File: src/rtl/pmod_dac_pkg.sv
// Shared FSM encoding and default timing constants for the PMOD DAC request arbiter.
package pmod_dac_pkg;

  typedef enum logic [2:0] {
    StIdle,
    StLoad,
    StStart,
    StXfer,
    StGap
  } state_e;

  localparam int unsigned DefResolution = 16;
  localparam int unsigned DefXferCycles = 18;
  localparam int unsigned DefGapCycles  = 2;

endpackage

File: src/rtl/pmod_dac_arbiter_if.sv
// Requester/DAC-side bundle of the arbiter: level requests in, one-hot strobes and DAC controls out.
interface pmod_dac_arbiter_if #(
  parameter int unsigned NUM_REQ    = 4,
  parameter int unsigned RESOLUTION = 16
);
  localparam int unsigned IdW = $clog2(NUM_REQ);

  logic [NUM_REQ-1:0]            req;
  logic [NUM_REQ*RESOLUTION-1:0] req_data;
  logic [NUM_REQ-1:0]            grant;
  logic [NUM_REQ-1:0]            done;
  logic [RESOLUTION-1:0]         dac_data;
  logic                          dac_load;
  logic                          dac_start;
  logic                          busy;
  logic [IdW-1:0]                active_id;

  modport master (
    output req, req_data,
    input  grant, done, dac_data, dac_load, dac_start, busy, active_id
  );

  modport slave (
    input  req, req_data,
    output grant, done, dac_data, dac_load, dac_start, busy, active_id
  );

endinterface

File: src/rtl/rr_arbiter.sv
// Stateless round-robin picker: first set request at or above ptr_i, wrapping modulo NUM_REQ.
module rr_arbiter #(
  parameter int unsigned NUM_REQ = 4
) (
  input  logic [NUM_REQ-1:0]         req_i,
  input  logic [$clog2(NUM_REQ)-1:0] ptr_i,
  output logic [NUM_REQ-1:0]         gnt_o,
  output logic [$clog2(NUM_REQ)-1:0] idx_o
);
  localparam int unsigned IdW = $clog2(NUM_REQ);

  logic           found;
  logic [IdW-1:0] k;

  always_comb begin
    gnt_o = '0;
    idx_o = '0;
    found = 1'b0;
    k     = '0;
    for (int unsigned off = 0; off < NUM_REQ; off++) begin
      k = IdW'((32'(ptr_i) + off) % NUM_REQ);
      if (!found && req_i[k]) begin
        found    = 1'b1;
        gnt_o[k] = 1'b1;
        idx_o    = k;
      end
    end
  end

endmodule

File: src/rtl/pmod_dac_arbiter.sv
// Round-robin arbiter that serialises requester words onto a single PMOD DAC,
// sequencing load, start, a fixed transfer window and an idle guard gap.
module pmod_dac_arbiter
  import pmod_dac_pkg::*;
#(
  parameter int unsigned RESOLUTION  = DefResolution,
  parameter int unsigned NUM_REQ     = 4,
  parameter int unsigned XFER_CYCLES = DefXferCycles,
  parameter int unsigned GAP_CYCLES  = DefGapCycles
) (
  input logic               clk,
  input logic               rst_n,
  pmod_dac_arbiter_if.slave bus
);
  localparam int unsigned IdW      = $clog2(NUM_REQ);
  localparam logic [7:0]  XferLast = 8'(XFER_CYCLES - 1);
  localparam logic [7:0]  GapLast  = (GAP_CYCLES > 0) ? 8'(GAP_CYCLES - 1) : 8'd0;

  state_e                state_q;
  logic [NUM_REQ-1:0]    grant_q, done_q;
  logic [RESOLUTION-1:0] dac_data_q;
  logic                  dac_load_q, dac_start_q, busy_q;
  logic [IdW-1:0]        active_id_q, ptr_q, ptr_d;
  logic [7:0]            cnt_q;

  logic [NUM_REQ-1:0]    rr_gnt;
  logic [IdW-1:0]        rr_idx;
  logic [RESOLUTION-1:0] words [NUM_REQ];

  rr_arbiter #(
    .NUM_REQ (NUM_REQ)
  ) u_rr (
    .req_i (bus.req),
    .ptr_i (ptr_q),
    .gnt_o (rr_gnt),
    .idx_o (rr_idx)
  );

  for (genvar g = 0; g < NUM_REQ; g++) begin : g_words
    assign words[g] = bus.req_data[g*RESOLUTION +: RESOLUTION];
  end

  assign ptr_d = (rr_idx == IdW'(NUM_REQ - 1)) ? '0 : rr_idx + IdW'(1);

  always_ff @(posedge clk or negedge rst_n) begin
    if (!rst_n) begin
      state_q     <= StIdle;
      grant_q     <= '0;
      done_q      <= '0;
      dac_data_q  <= '0;
      dac_load_q  <= 1'b0;
      dac_start_q <= 1'b0;
      busy_q      <= 1'b0;
      active_id_q <= '0;
      ptr_q       <= '0;
      cnt_q       <= '0;
    end else begin
      unique case (state_q)
        StIdle: begin
          done_q <= '0;
          if (|bus.req) begin
            state_q     <= StLoad;
            grant_q     <= rr_gnt;
            dac_load_q  <= 1'b1;
            busy_q      <= 1'b1;
            dac_data_q  <= words[rr_idx];
            active_id_q <= rr_idx;
            ptr_q       <= ptr_d;
          end
        end
        StLoad: begin
          state_q     <= StStart;
          grant_q     <= '0;
          dac_load_q  <= 1'b0;
          dac_start_q <= 1'b1;
        end
        StStart: begin
          state_q     <= StXfer;
          dac_start_q <= 1'b0;
          cnt_q       <= '0;
        end
        StXfer: begin
          cnt_q <= cnt_q + 8'd1;
          if (cnt_q == XferLast) begin
            done_q <= NUM_REQ'(1) << active_id_q;
            cnt_q  <= '0;
            // With no guard gap the done pulse lands in the first IDLE cycle.
            if (GAP_CYCLES > 0) begin
              state_q <= StGap;
            end else begin
              state_q <= StIdle;
              busy_q  <= 1'b0;
            end
          end
        end
        StGap: begin
          done_q <= '0;
          cnt_q  <= cnt_q + 8'd1;
          if (cnt_q == GapLast) begin
            state_q <= StIdle;
            busy_q  <= 1'b0;
          end
        end
        default: state_q <= StIdle;
      endcase
    end
  end

  assign bus.grant     = grant_q;
  assign bus.done      = done_q;
  assign bus.dac_data  = dac_data_q;
  assign bus.dac_load  = dac_load_q;
  assign bus.dac_start = dac_start_q;
  assign bus.busy      = busy_q;
  assign bus.active_id = active_id_q;

endmodule

File: src/flat_wrapper.sv
// flat-port wrapper written by rule: the top's interface ports become plain ports
module pmod_dac_arbiter_flat import pmod_dac_pkg::*;
#(
  parameter int unsigned RESOLUTION  = DefResolution,
  parameter int unsigned NUM_REQ     = 4,
  parameter int unsigned XFER_CYCLES = DefXferCycles,
  parameter int unsigned GAP_CYCLES  = DefGapCycles
)
  (clk, rst_n, bus_req, bus_req_data, bus_grant, bus_done, bus_dac_data, bus_dac_load, bus_dac_start, bus_busy, bus_active_id);
  pmod_dac_arbiter_if #(.NUM_REQ(NUM_REQ), .RESOLUTION(RESOLUTION)) bus_i ();
  input logic clk;
  input logic rst_n;
  input wire logic [$bits(bus_i.req)-1:0] bus_req;
  input wire logic [$bits(bus_i.req_data)-1:0] bus_req_data;
  output wire logic [$bits(bus_i.grant)-1:0] bus_grant;
  output wire logic [$bits(bus_i.done)-1:0] bus_done;
  output wire logic [$bits(bus_i.dac_data)-1:0] bus_dac_data;
  output wire logic [$bits(bus_i.dac_load)-1:0] bus_dac_load;
  output wire logic [$bits(bus_i.dac_start)-1:0] bus_dac_start;
  output wire logic [$bits(bus_i.busy)-1:0] bus_busy;
  output wire logic [$bits(bus_i.active_id)-1:0] bus_active_id;
  assign bus_i.req = bus_req;
  assign bus_i.req_data = bus_req_data;
  assign bus_grant = bus_i.grant;
  assign bus_done = bus_i.done;
  assign bus_dac_data = bus_i.dac_data;
  assign bus_dac_load = bus_i.dac_load;
  assign bus_dac_start = bus_i.dac_start;
  assign bus_busy = bus_i.busy;
  assign bus_active_id = bus_i.active_id;
  pmod_dac_arbiter #(.RESOLUTION(RESOLUTION), .NUM_REQ(NUM_REQ), .XFER_CYCLES(XFER_CYCLES), .GAP_CYCLES(GAP_CYCLES)) u_core (.clk(clk), .rst_n(rst_n), .bus(bus_i));
endmodule
File: config.mk
export PLATFORM = sky130hd
export DESIGN_NAME = pmod_dac_arbiter_flat
export DESIGN_NICKNAME = d
export VERILOG_FILES = /design/src/rtl/pmod_dac_pkg.sv /design/src/rtl/pmod_dac_arbiter_if.sv /design/src/rtl/rr_arbiter.sv /design/src/rtl/pmod_dac_arbiter.sv /design/src/flat_wrapper.sv
export SDC_FILE = /design/constraint.sdc
export NUM_CORES = 1
export LEC_CHECK = 0
export CAP_MARGIN = 20
export CORE_UTILIZATION = 34
export CTS_CLUSTER_SIZE = 14
export DETAILED_ROUTE_END_ITERATION = 10
export GPL_TIMING_DRIVEN = 0
export SLEW_MARGIN = 0
export SYNTH_ARGS = -nofsm -noshare
export SYNTH_HDL_FRONTEND = slang
export SYNTH_SLANG_ARGS = --single-unit
File: constraint.sdc
create_clock -name clk -period 3.6 [get_ports clk]
set_input_delay 0.54 -clock clk [delete_from_list [all_inputs] [get_ports clk]]
set_output_delay 0.54 -clock clk [all_outputs]
set_load 0.05 [all_outputs]
Word-level counts from Yosys, hierarchy flattened
Cells that the tools add are included.
- $add $sub $neg: 5
- $lt $le $gt $ge: 9
- equal/unequal tests: 10
- shifts and indexed selects: 1
- mux-type cells: 46
- bitwise logic cells: 4
- reduce and logical (&&, ||, !) cells: 23
- operators with widths (operator ; count):
    binary-select mux 16 bit (select 2 bit) ; 1
    two-way mux 16 bit ; 2
    two-way mux 4 bit ; 6
    case mux 8 bit (3 select lines) ; 1
    case mux 4 bit (2 select lines) ; 2
    case mux 3 bit (5 select lines) ; 1
    two-way mux 1 bit ; 13
    < comparator 2 x 3 -> 1 bit (second input constant) ; 4
    bitwise OR 4 bit ; 3
    two-way mux 2 bit ; 5
    two-way mux 3 bit ; 3
    adder 8 x 1 -> 8 bit (second input constant) ; 1
    binary-select mux 1 bit (select 2 bit) ; 4
    demux 1 bit (select 2 bit) ; 4
    equality test 8 x 1 -> 1 bit (second input constant) ; 1
    equality test 8 x 5 -> 1 bit (second input constant) ; 1
    greater-or-equal comparator 2 x 1 -> 1 bit (second input constant) ; 4
    two-way mux 8 bit ; 1
    nonzero test 2 bit ; 4
    logical AND 1 bit ; 7
    equality test 3 x 2 -> 1 bit (second input constant) ; 2
    != test 2 x 1 -> 1 bit (second input constant) ; 3
    case mux 1 bit (2 select lines) ; 3
    AND reduction 2 bit ; 3
    other kinds (14) ; 19
- bits in registers: 42
- input port bits: 70
- output and inout port bits: 29
- logic and storage cells: 108

Depth between registers and ports, before layout
Gate-level depths: netlist of run 1.
- word-level depth: 16
- gate-level depth with buffers: 14
- mapped depth without buffers: 10

Cells and area by module
From an unflattened synthesis of run 1, not the netlist that was laid out.
- cells, all modules: 240
- area, all modules: 2718.9 µm²
- modules (own cells, without submodules) (module ; instances ; cells an instance ; area each (µm²) ; sequential area each (µm²)):
    pmod_dac_arbiter ; 1 ; 175 ; 2229.6 ; 1051.0
    rr_arbiter ; 1 ; 65 ; 489.2 ; 0.0

Worst setup path after synthesis of run 1
No wires, ideal clock.
- path type: flip-flop to flip-flop
- start: register u_core.ptr_q[1]
- end: register u_core.dac_data_q[10] (netlist: u_core.bus.dac_data[10])
- setup time: 132 ps
- arrival time: 2639 ps
- data required time: 3468 ps
- path slack: 829 ps
- cell stages (with the launch flop): 11
- path buffers: 3
- clock period less this slack: 2771 ps
- cells stage by stage: dfrtp_1 buf_2 inv_1 ha_1 clkbuf_1 mux4_2 or3_4 o311ai_4 nand2b_1 buf_6 o211ai_2
- cells in the longest elaborated chain, start to end: 16
- elaborated cells between the ends (all ways): 28
- classes of those cells: 3 x add/sub; 18 x mux; 1 x bitwise; 6 x reduce/logical
- RTL lines (item ; line ; source):
    start, declared ; pmod_dac_arbiter.sv:23 ; logic [IdW-1:0] active_id_q, ptr_q, ptr_d;
    start signal, assigned ; pmod_dac_arbiter.sv:68 ; ptr_q <= ptr_d;
    parallel branches: the longest is 11 deep, another holds adder 2 x 1 -> 2 bit ; - ;
    two-way mux 2 bit (*) ; rr_arbiter.sv:22 ; if (!found && req_i[k]) begin
    net u_core.rr_idx[0] ; pmod_dac_arbiter.sv:27 ; logic [IdW-1:0] rr_idx;
    NOT 2 -> 3 bit (not written as such) (*) ; pmod_dac_arbiter.sv:66 ; dac_data_q <= words[rr_idx];
    binary-select mux 16 bit (select 2 bit) (*) ; pmod_dac_arbiter.sv:66 ;
    two-way mux 16 bit (not written as such) (*) (2 in series) ; pmod_dac_arbiter.sv:66 ;
    end signal, assigned ; pmod_dac_arbiter.sv:66 ;
    end, declared ; pmod_dac_arbiter.sv:21 ; logic [RESOLUTION-1:0] dac_data_q;
Mark *: on every way through the listed nets, which the timed path passes. The select of a mux whose other input is x is not followed.
A chain may end at the register's enable or synchronous reset.

Worst setup path in the final report of run 1
- start: register u_core.ptr_q[0]
- end: register u_core.ptr_q[1]
- cells in the longest elaborated chain, start to end: 14
- elaborated cells between the ends (all ways): 27
- classes of those cells: 4 x add/sub; 1 x eq/ne; 16 x mux; 6 x reduce/logical
- RTL lines (item ; line ; source):
    parallel branches: the longest is 11 deep, another holds adder 2 x 1 -> 2 bit ; - ;
    two-way mux 2 bit (*) ; rr_arbiter.sv:22 ;
    net u_core.rr_idx[1] ; pmod_dac_arbiter.sv:27 ;
    adder 2 x 1 -> 2 bit / equality test 2 bit (equally long branches) ; pmod_dac_arbiter.sv:43 ; assign ptr_d = (rr_idx == IdW'(NUM_REQ - 1)) ? '0 : rr_idx + IdW'(1);
    two-way mux 2 bit (*) ; pmod_dac_arbiter.sv:43 ;
    net u_core.ptr_d[1] ; pmod_dac_arbiter.sv:23 ;
Marked as above.

==> metrics.cfg, run 1 <==
[timing]
setup_violations=0
worst_slew_pin_slew_ps=592.5
skew_ps=12.83
fmax_ghz=0.2996
drv_slew=0
rsz0062_at_grt=no
timing.final.crit_share_pct=92.71
slew_headroom_pct=60.09
finalSetupTns_ps=0
min_period_ps=3338
setup_ws_ps=262.5
hold_viol_final=0

[logic_synthesis]
ys_ff_latch=42
ys.flop_type=dfrtp_1
syn_inst=315
ys.warnings.count=0
netlist_area_sq_um=2904
ys_seq_area_share_pct=36.19
syn_area_per_cell_sq_um=9.219
synth-edff-count=0
synth_compound_area_share_pct=20.64
syn-num-nets=396
synthAdderAreaFrac_pct=4.739
synthMuxAreaShare_pct=10.51
postSynth.asyncResetShare_pct=100.0
yosysUniqueCellTypes=48
synth_top_family_by_area=simple AND/OR/NAND/NOR gates
yosys.area_share.simple_pct=20.81
synth_xor_area_share_pct=1.206

[global_route]
grt_pass1_wl_mm=13.34
grt_antenna_before_repair=0
grt_usage_pct=19.11
grt_pass1_vias=2731
grt_max_degree=32
grt.overflow.total=0

[job]
drv_cap=0

[critical_path]
cp.arrival_ps=3520
required_ps=3780
cp-start-kind=flop
cp_max_fo=10
end_kind=flop
crit_type=reg -> reg

[clock_network]
hold_buffers=0
clockRootBuffer=clkbuf_8
clk_path_buf_depth=2
ctsResizeCount=0
cts_tree=built
clk_pin_slew_ps=90
clkSinkCount=42
cts_buffers=5
htree_levels=2
postCtsSetupRepairBufs=0
clk_latency_ps=300

[finish]
final-seq-area_sq_um=1051
fillers=836
mostFrequentLayoutCell=clkdlybuf4s50_1
antenna_cells=0
multi_input_area_sq_um=1682
stdcell_count=525
drive_gt1_share_pct=11.67
nets=500
area.growth.synth_to_final_pct=41.92
utilization_pct=49.91
layout_common_cells=clkdlybuf4s50_1, dfrtp_1, nor2_1

[power]
p_seq_share_pct=25.8
internal_power_uw=1608
p_sw_uw=1419
ir_drop_uv=296.2
powerDensity_nw_per_um2=734.4
clkPwrFrac_pct=12.6
pwr-share-comb_pct=61.6
p_sw_share_pct=46.87
p_leak_uw=0.001725

[place]
port_buffers=96
hpwl_mm=6.119
dp.cells=517
post-place-ws_ps=266.6
routabilityCongestion=0.8157

[floorplan]
core-area_sq_um=8258
io_pins=99
die_height_um=94.42
rows=33
floorplan.initialDensity_pct=35.17
dieArea_sq_um=8915
die_x_um=94.42

[outcome]
status=finished clean

[routing]
drcViolationCount=0
ant_nets=0
wl_per_cell_um=15.35
wirelength_mm=8.059
drtIter0Drc=147
via_per_inst=5.291
drtPass1Iterations=4
routed-via-count=2778

[hold_path]
min_path_type=in -> async

[stage by stage]
stage	power [uW]	cell area (sq um)	hold slack, ps
2_1_floorplan	2087	2904	244.4
3_3_place_gp	2632	3996	464.2
3_5_place_dp	2654	4011	439.2
4_1_cts	3050	4121	107.7
5_1_grt	3226	4121	110.6
6_report	3027	4121	109.4
[cells in the mapped netlist (all sizes together), types with 4 or more instances]
| cell | number | area [sq um] |
|---|---|---|
| a221oi | 5 | 43.79 |
| mux2 | 6 | 67.56 |
| nor2 | 28 | 105.1 |
| mux2i | 17 | 170.2 |
| dfrtp | 42 | 1051 |
| nand3 | 18 | 90.09 |
| and2 | 15 | 96.34 |
| ha | 11 | 137.6 |
| buf | 15 | 107.6 |
| clkbuf | 8 | 30.03 |
| nand2b | 4 | 25.02 |
| o21ai | 20 | 100.1 |
| inv | 9 | 33.78 |
| a22oi | 4 | 30.03 |
| a21oi | 11 | 55.05 |
| a31oi | 13 | 81.33 |
| o211ai | 16 | 165.2 |
| nor3 | 7 | 35.03 |
| nand2 | 25 | 93.84 |
[metal layers]
layer / vias to the layer above / wire length, um / track usage, %
met5: - / 0 / 0
met4: 0 / 70 / 5.256
met2: 96 / 3928 / 32.19
met3: 8 / 573 / 5.395
met1: 1317 / 3486 / 23.82
li1: 1357 / - / -
[logic make-up after synthesis]
| family | Yosys count |
|---|---|
| buf+inv | 32 |
| mux | 26 |
| fa+ha+maj | 11 |
| flops | 42 |
| xor+xnor | 4 |
| simple gates | 118 |
| compound gates | 82 |
[registers in the layout, indices dropped and copies added (netlist names)]
name,count
u_core.bus.active_id,2
u_core.bus.busy,1
u_core.bus.dac_data,16
u_core.bus.dac_load,1
u_core.bus.dac_start,1
u_core.bus.done,4
u_core.bus.grant,4
u_core.cnt_q,8
u_core.ptr_q,2
u_core.state_q,3
[layout make-up]
class | count | area share, %
sequential | 42 | 25.50
clock inverter | 2 | 0.9107
buffer | 23 | 3.339
inverter | 9 | 0.8197
multi-input combinational | 241 | 40.80
timing repair buffer | 97 | 23.68
tap | 105 | 3.188
clock buffer | 6 | 1.761
[critical path, cell delays in order, from the launching register on]
cell and delay [ps]:
dfrtp_1 450, buf_6 170, inv_1 210, ha_1 280, clkbuf_1 220, nor3b_1 200, o21ai_1 110, nand2_1 180
o21ai_1 380, buf_4 300, buf_4 240, inv_1 60, ha_1 290, nand2_1 60, o21ai_0 70
[power by group through the flow]
stage / clock network [uW] / registers, uW / logic (uW)
3_5_place_dp: 0 / 789 / 1860
4_1_cts: 395 / 782 / 1870
2_1_floorplan: 0 / 1210 / 874
6_report: 382 / 780 / 1860
5_1_grt: 404 / 805 / 2020
3_3_place_gp: 0 / 783 / 1850
[worst paths after layout]
path / startpoint / endpoint / slack [ps] / depth (start not counted)
worst min register to register: u_core.bus.dac_load / u_core.bus.dac_load / 480 / 2
worst max register to register: u_core.ptr_q[0] / u_core.ptr_q[1] / 260 / 14
worst max-delay path: u_core.ptr_q[0] / u_core.ptr_q[1] / 260 / 14
max in group asynchronous: rst_n / u_core.bus.dac_data[14] / 3020 / 2
min in group clk: u_core.bus.dac_load / u_core.bus.dac_load / 480 / 2
worst min-delay path: rst_n / u_core.cnt_q[7] / 110 / 1
(Power assumes the default switching activity.)
==> run 2, diff against run 1 <==
CORE_MARGIN = 4   (was not set)
==> run 2 against run 1 <==
Global-route usage down 2.4 points. Combinational power about the same. Clock power down 14%. Worst setup slack better by 67 ps. Critical path depth unchanged. Critical endpoint unchanged. First-iteration DRC count down 17%. Fmax up 2.1%. Final cell count unchanged. Utilization down 0.14 points. Non-clock buffer count unchanged.
==> metrics.cfg, run 2 (same netlist as run 1, synthesis figures left out) <==
[critical_path]
r2r.worst_path.cells=14
required_ps=3780
end_kind=flop
r2r_end=u_core.ptr_q[1]
ff2ff_setup_slack_ps=330
crit_type=reg -> reg
cp-start-kind=flop
r2r-start=u_core.ptr_q[0]
cp.arrival_ps=3450
cpPeakStageDelay_ps=460
slowest_stage=dfrtp_1
crit_chain=buf_6, inv_1, ha_1, clkbuf_1, nor3b_1, o21ai_1, nand2_1, o21ai_2, buf_4, buf_4, inv_1, ha_1, nand2_1, o21ai_0
cp_max_fo=10

[clock_network]
cts_buffers=5
clk_pin_slew_ps=90
clockRootBuffer=clkbuf_8
clkSinkCount=42
clk_path_buf_depth=2
htree_levels=2
clk_latency_ps=300
cts_tree=built
hold_buffers=0

[finish]
area.growth.synth_to_final_pct=41.53
largest_reg_flops=16
multi_input_area_sq_um=1685
nets=500
layout_common_cells=clkdlybuf4s50_1, dfrtp_1, nor2_1
antenna_cells=0
mostFrequentLayoutCell=clkdlybuf4s50_1
fillers=799
drive_gt1_share_pct=12.14
final-seq-area_sq_um=1051
stdcell_count=525

[routing]
via_per_inst=5.160
routed-via-count=2709
drtPass1Iterations=4
drtIter0Drc=122
ant_nets=0
wirelength_mm=8.183
wl_per_cell_um=15.59
drcViolationCount=0

[timing]
min_period_ps=3270
drv_slew=0
rsz0062_at_grt=no
slew_headroom_pct=58.67
fmax_ghz=0.3058
setup_violations=0
skew_ps=12.06
hold_viol_final=0
holdWs_ps=96.81
worst_slew_pin_slew_ps=613.5
finalSetupTns_ps=0
timing.final.crit_share_pct=90.84

[power]
powerDensity_nw_per_um2=726.0
ir_drop_uv=331.1
p_total_uw=2984
p_leak_uw=0.001722

[floorplan]
dieArea_sq_um=10080
die_height_um=100.4
floorplan.initialDensity_pct=35.17
core-area_sq_um=8258
rows=33
die_x_um=100.4
io_pins=99

[global_route]
grt_pass1_vias=2753
grt_usage_pct=16.72
grt.overflow.total=0
grt_antenna_before_repair=0
grt_pass1_wl_mm=13.59
grt_max_degree=35

[job]
drv_cap=0

[place]
hpwl_mm=6.428
dp.cells=517
port_buffers=96
routabilityCongestion=0.8246

[outcome]
status=finished clean

[hold_path]
min_path_type=in -> async

-- run 2: changes by cell type in the layout (fill, tap and decap cells not counted), sizes merged --
cell / change
clkinv: +1
bufinv: -1
-- run 2: how the worst max path moves through the flow --
| stage | from | to | slack (ps) | cells after the start |
|---|---|---|---|---|
| floorplan | u_core.ptr_q[1] | u_core.bus.dac_data[10] | 830 | 10 |
| global placement | bus_req[1] | u_core.ptr_q[1] | 300 | 12 |
| detailed placement | u_core.ptr_q[0] | u_core.ptr_q[1] | 260 | 14 |
| CTS | u_core.ptr_q[0] | u_core.ptr_q[1] | 230 | 14 |
| global route | u_core.ptr_q[0] | u_core.ptr_q[1] | 50 | 14 |
| finish | u_core.ptr_q[0] | u_core.ptr_q[1] | 330 | 14 |
-- run 2: area by class of cell --
type	instances	area share, %
sequential	42	25.57
multi-input combinational	241	41.00
clock inverter	2	0.3044
clock buffer	6	2.009
inverter	9	0.8219
tap	105	3.196
buffer	23	3.349
timing repair buffer	97	23.74
-- run 2: critical path, delay by kind of cell (launching register included) --
kind,cells,cell delay [ps]
AOI/OAI and AO/OA,3,480
adders and majority gates,2,570
buffers and inverters,6,1190
DFF,1,460
and+or+nand+nor,3,460
-- run 2: power by group --
group          leakage (uW)  switching (uW)  internal (uW)
Combinational       0.00113            1110            756
Clock             0.0000472             173            155
Sequential         0.000545             146            645
-- run 2: layer usage --
layer	GRT usage (%)	vias up	routed length [um]
met5	0	-	0
met4	3.627	0	82
met3	6.115	8	671
met2	28.13	92	3919
met1	20.52	1251	3510
li1	-	1358	-
-- run 2: repair_timing --
action                     CTS  global route
buffers inserted             0             0
setup endpoints to repair    0             1
gates resized for setup      0             1
-- run 2: per-stage QoR --
| stage | setup slack, ps | area, sq um | util, % |
|---|---|---|---|
| after floorplan | 829.1 | 2904 | - |
| final | 329.8 | 4110 | 49.77 |
| after global placement | 303.8 | 3996 | 48.39 |
| after detailed placement | 255.4 | 4011 | 48.58 |
| after global routing | 51.20 | 4110 | 49.77 |
| after CTS | 230.6 | 4106 | 49.73 |
==> run 3, diff against run 2 <==
CTS_BUF_LIST = sky130_fd_sc_hd__clkbuf_16   (was not set)
SYNTH_HIERARCHICAL = 1   (was not set)
==> run 3 against run 2 <==
Clock power is 57% higher. Count of clock-buffer cells in the layout down 1. Via count shrank 16%. Sequential power is 4.0% higher. Combinational power is 20% higher. Global-route usage shrank 2.5 points. Non-clock buffer count shrank 2. Fmax fell by 2.6%. Register-to-register slack worse by 90 ps. Synthesized cell count is 24% lower. Clock skew is 3.1 ps lower. Sequential share of layout area grew 0.44 points. Critical path type unchanged. Largest cell class unchanged. Highest routed layer unchanged.
==> metrics.cfg, run 3 <==
[hold_path]
min_path_type=in -> async

[outcome]
status=finished clean

[floorplan]
core-area_sq_um=7767
rows=32
io_pins=99
dieArea_sq_um=9492
floorplan.initialDensity_pct=35.00
die_x_um=97.43
die_height_um=97.43

[logic_synthesis]
netlist_top_cells_area=dfrtp_1, mux4_2, mux2_2
ys_seq_area_share_pct=38.66
ys.warnings.count=6
syn_inst=240
synth_top_cell_by_area=dfrtp_1
syn-num-nets=318
netlist_area_sq_um=2719
yosys-top-cells-count=dfrtp_1, nand2_1, mux2_2
synth-edff-count=0
ys.flop_type=dfrtp_1
ys_ff_latch=42
yosysUniqueCellTypes=44
syn_area_per_cell_sq_um=11.33
yosysMostFrequentCell=dfrtp_1
synth_top_area_share_pct=38.66
postSynth.asyncResetShare_pct=100.0

[place]
port_buffers=98
place_area_sq_um=3842
routabilityCongestion=0.7804
hpwl_mm=5.286
dp.cells=441
post-place-ws_ps=-414.4

[finish]
drive_gt1_share_pct=22.99
area.growth.synth_to_final_pct=48.60
largest_reg_flops=16
stdcell_count=450
fillers=676
nets=425
post-route-cell-area_sq_um=4040
antenna_cells=0
mostFrequentLayoutCell=clkdlybuf4s50_1
layout_common_cells=clkdlybuf4s50_1, dfrtp_1, nand2_1
utilization_pct=52.01

[clock_network]
clk_path_buf_depth=2
htree_levels=2
cts_buffers=5
clk_pin_slew_ps=60
hold_buffers=0
clk_latency_ps=280
clockRootBuffer=clkbuf_16
cts_tree=built
clkSinkCount=42

[routing]
drtPass1Iterations=4
wirelength_mm=6.727
drcViolationCount=0
wl_per_cell_um=14.95
ant_nets=0
routed-via-count=2272
via_per_inst=5.049
drtIter0Drc=105

[critical_path]
cp_max_fo=10
critPathTopFamily=multiplexers
slowest_stage=dfrtp_1
cpPeakStageDelay_ps=430
cp_num_buf_inv=5
cp.arrival_ps=3530
crit_chain=buf_6, buf_2, inv_1, ha_2, mux4_2, or2_4, a21oi_1, a31oi_1, clkbuf_2, clkbuf_4, mux4_2, mux2_2
end_kind=flop
required_ps=3770
crit_top_cell=mux4_2
crit_type=reg -> reg
cp-start-kind=flop

[timing]
timing.final.crit_share_pct=93.31
rsz0062_at_grt=no
hold_viol_final=0
worst_slew_pin_slew_ps=702.1
skew_ps=8.916
drv_slew=0
fmax_ghz=0.2977
setup_violations=0
setup_ws_ps=240.8
finalSetupTns_ps=0
min_period_ps=3359
slew_headroom_pct=53.09

[global_route]
grt_antenna_before_repair=0
use_met2_pct=23.93
grt_usage_pct=14.20
grt_pass1_vias=2256
use_met1_pct=17.42
grt_pass1_wl_mm=11.16
top_usage_layer=met2
gr-usage-met3_pct=5.743
grt_max_degree=32
grt.overflow.total=0

[power]
powerDensity_nw_per_um2=885.2
p_leak_uw=0.001664
ir_drop_uv=437.3

[job]
drv_cap=0

[run 3: cell count changes in the layout (fill, tap and decap cells not counted), sizes merged, moves of 5 or more]
cell    previous run  this run
mux4               3        19
nand3             18         2
and2              15         0
mux2               6        20
nor2              28        15
o211ai            16         3
a31oi             13         2
mux2i             17         6
a21oi             11         6
nor3               7         2
o21ai             20        15
xor2               2         7
[run 3: cell families (layout without fill, tap and decap cells)]
group	count (synthesis)	after routing	share of synthesized area [%]
AO/OA/AOI/OAI	46	46	11.74
XOR/XNOR	7	7	2.255
adder cells (fa/ha/maj)	8	8	3.682
buffers and inverters	24	132	4.372
flip-flops	42	42	38.66
multiplexers	45	45	26.23
AND/OR/NAND/NOR	68	68	13.07
[run 3: per-layer routing]
metal | vias to the layer above | share of wire [%]
met5 | - | 0
met1 | 1086 | 41
li1 | 1098 | -
met2 | 84 | 48
met4 | 0 | 0.34
met3 | 4 | 10
[run 3: final cells by class]
class	instances	area (sq um)	area share, %
tap	102	127.6	3.159
sequential	42	1051	26.01
timing repair buffer	100	1003	24.84
multi-input combinational	174	1556	38.53
clock buffer	5	125.1	3.097
clock inverter	3	43.79	1.084
buffer	18	110.1	2.725
inverter	6	22.52	0.5574
[run 3: final timing paths]
kind / from / endpoint / slack (ps) / cells past startpoint
setup reg to reg: u_core/ptr_q[0] / u_core/bus.dac_data[10] / 240 / 12
hold reg to reg: u_core/bus.dac_load / u_core/bus.dac_load / 480 / 1
setup / recovery: u_core/ptr_q[0] / u_core/bus.dac_data[10] / 240 / 12
min in group clk: u_core/bus.dac_load / u_core/bus.dac_load / 480 / 1
hold / removal: rst_n / u_core/cnt_q[2] / 130 / 1
max in group asynchronous: rst_n / u_core/bus.dac_data[10] / 3010 / 2
[run 3: timing repair]
action	CTS	global route
gates resized for setup	4	6
gates cloned	0	0
pin swaps	1	0
setup buffers	1	0
setup endpoints to repair	9	9
[run 3: where the power goes]
part	total, uW	internal, uW	switching (uW)
clock network	516	328	188
logic	2240	1040	1190
registers	823	661	162
[run 3: through the flow]
step	power [uW]	hold WS, ps
2_1_floorplan	2420	244.4
3_3_place_gp	3027	460.2
3_5_place_dp	3046	441.9
4_1_cts	3599	138.5
5_1_grt	3816	152.7
6_report	3576	132.7
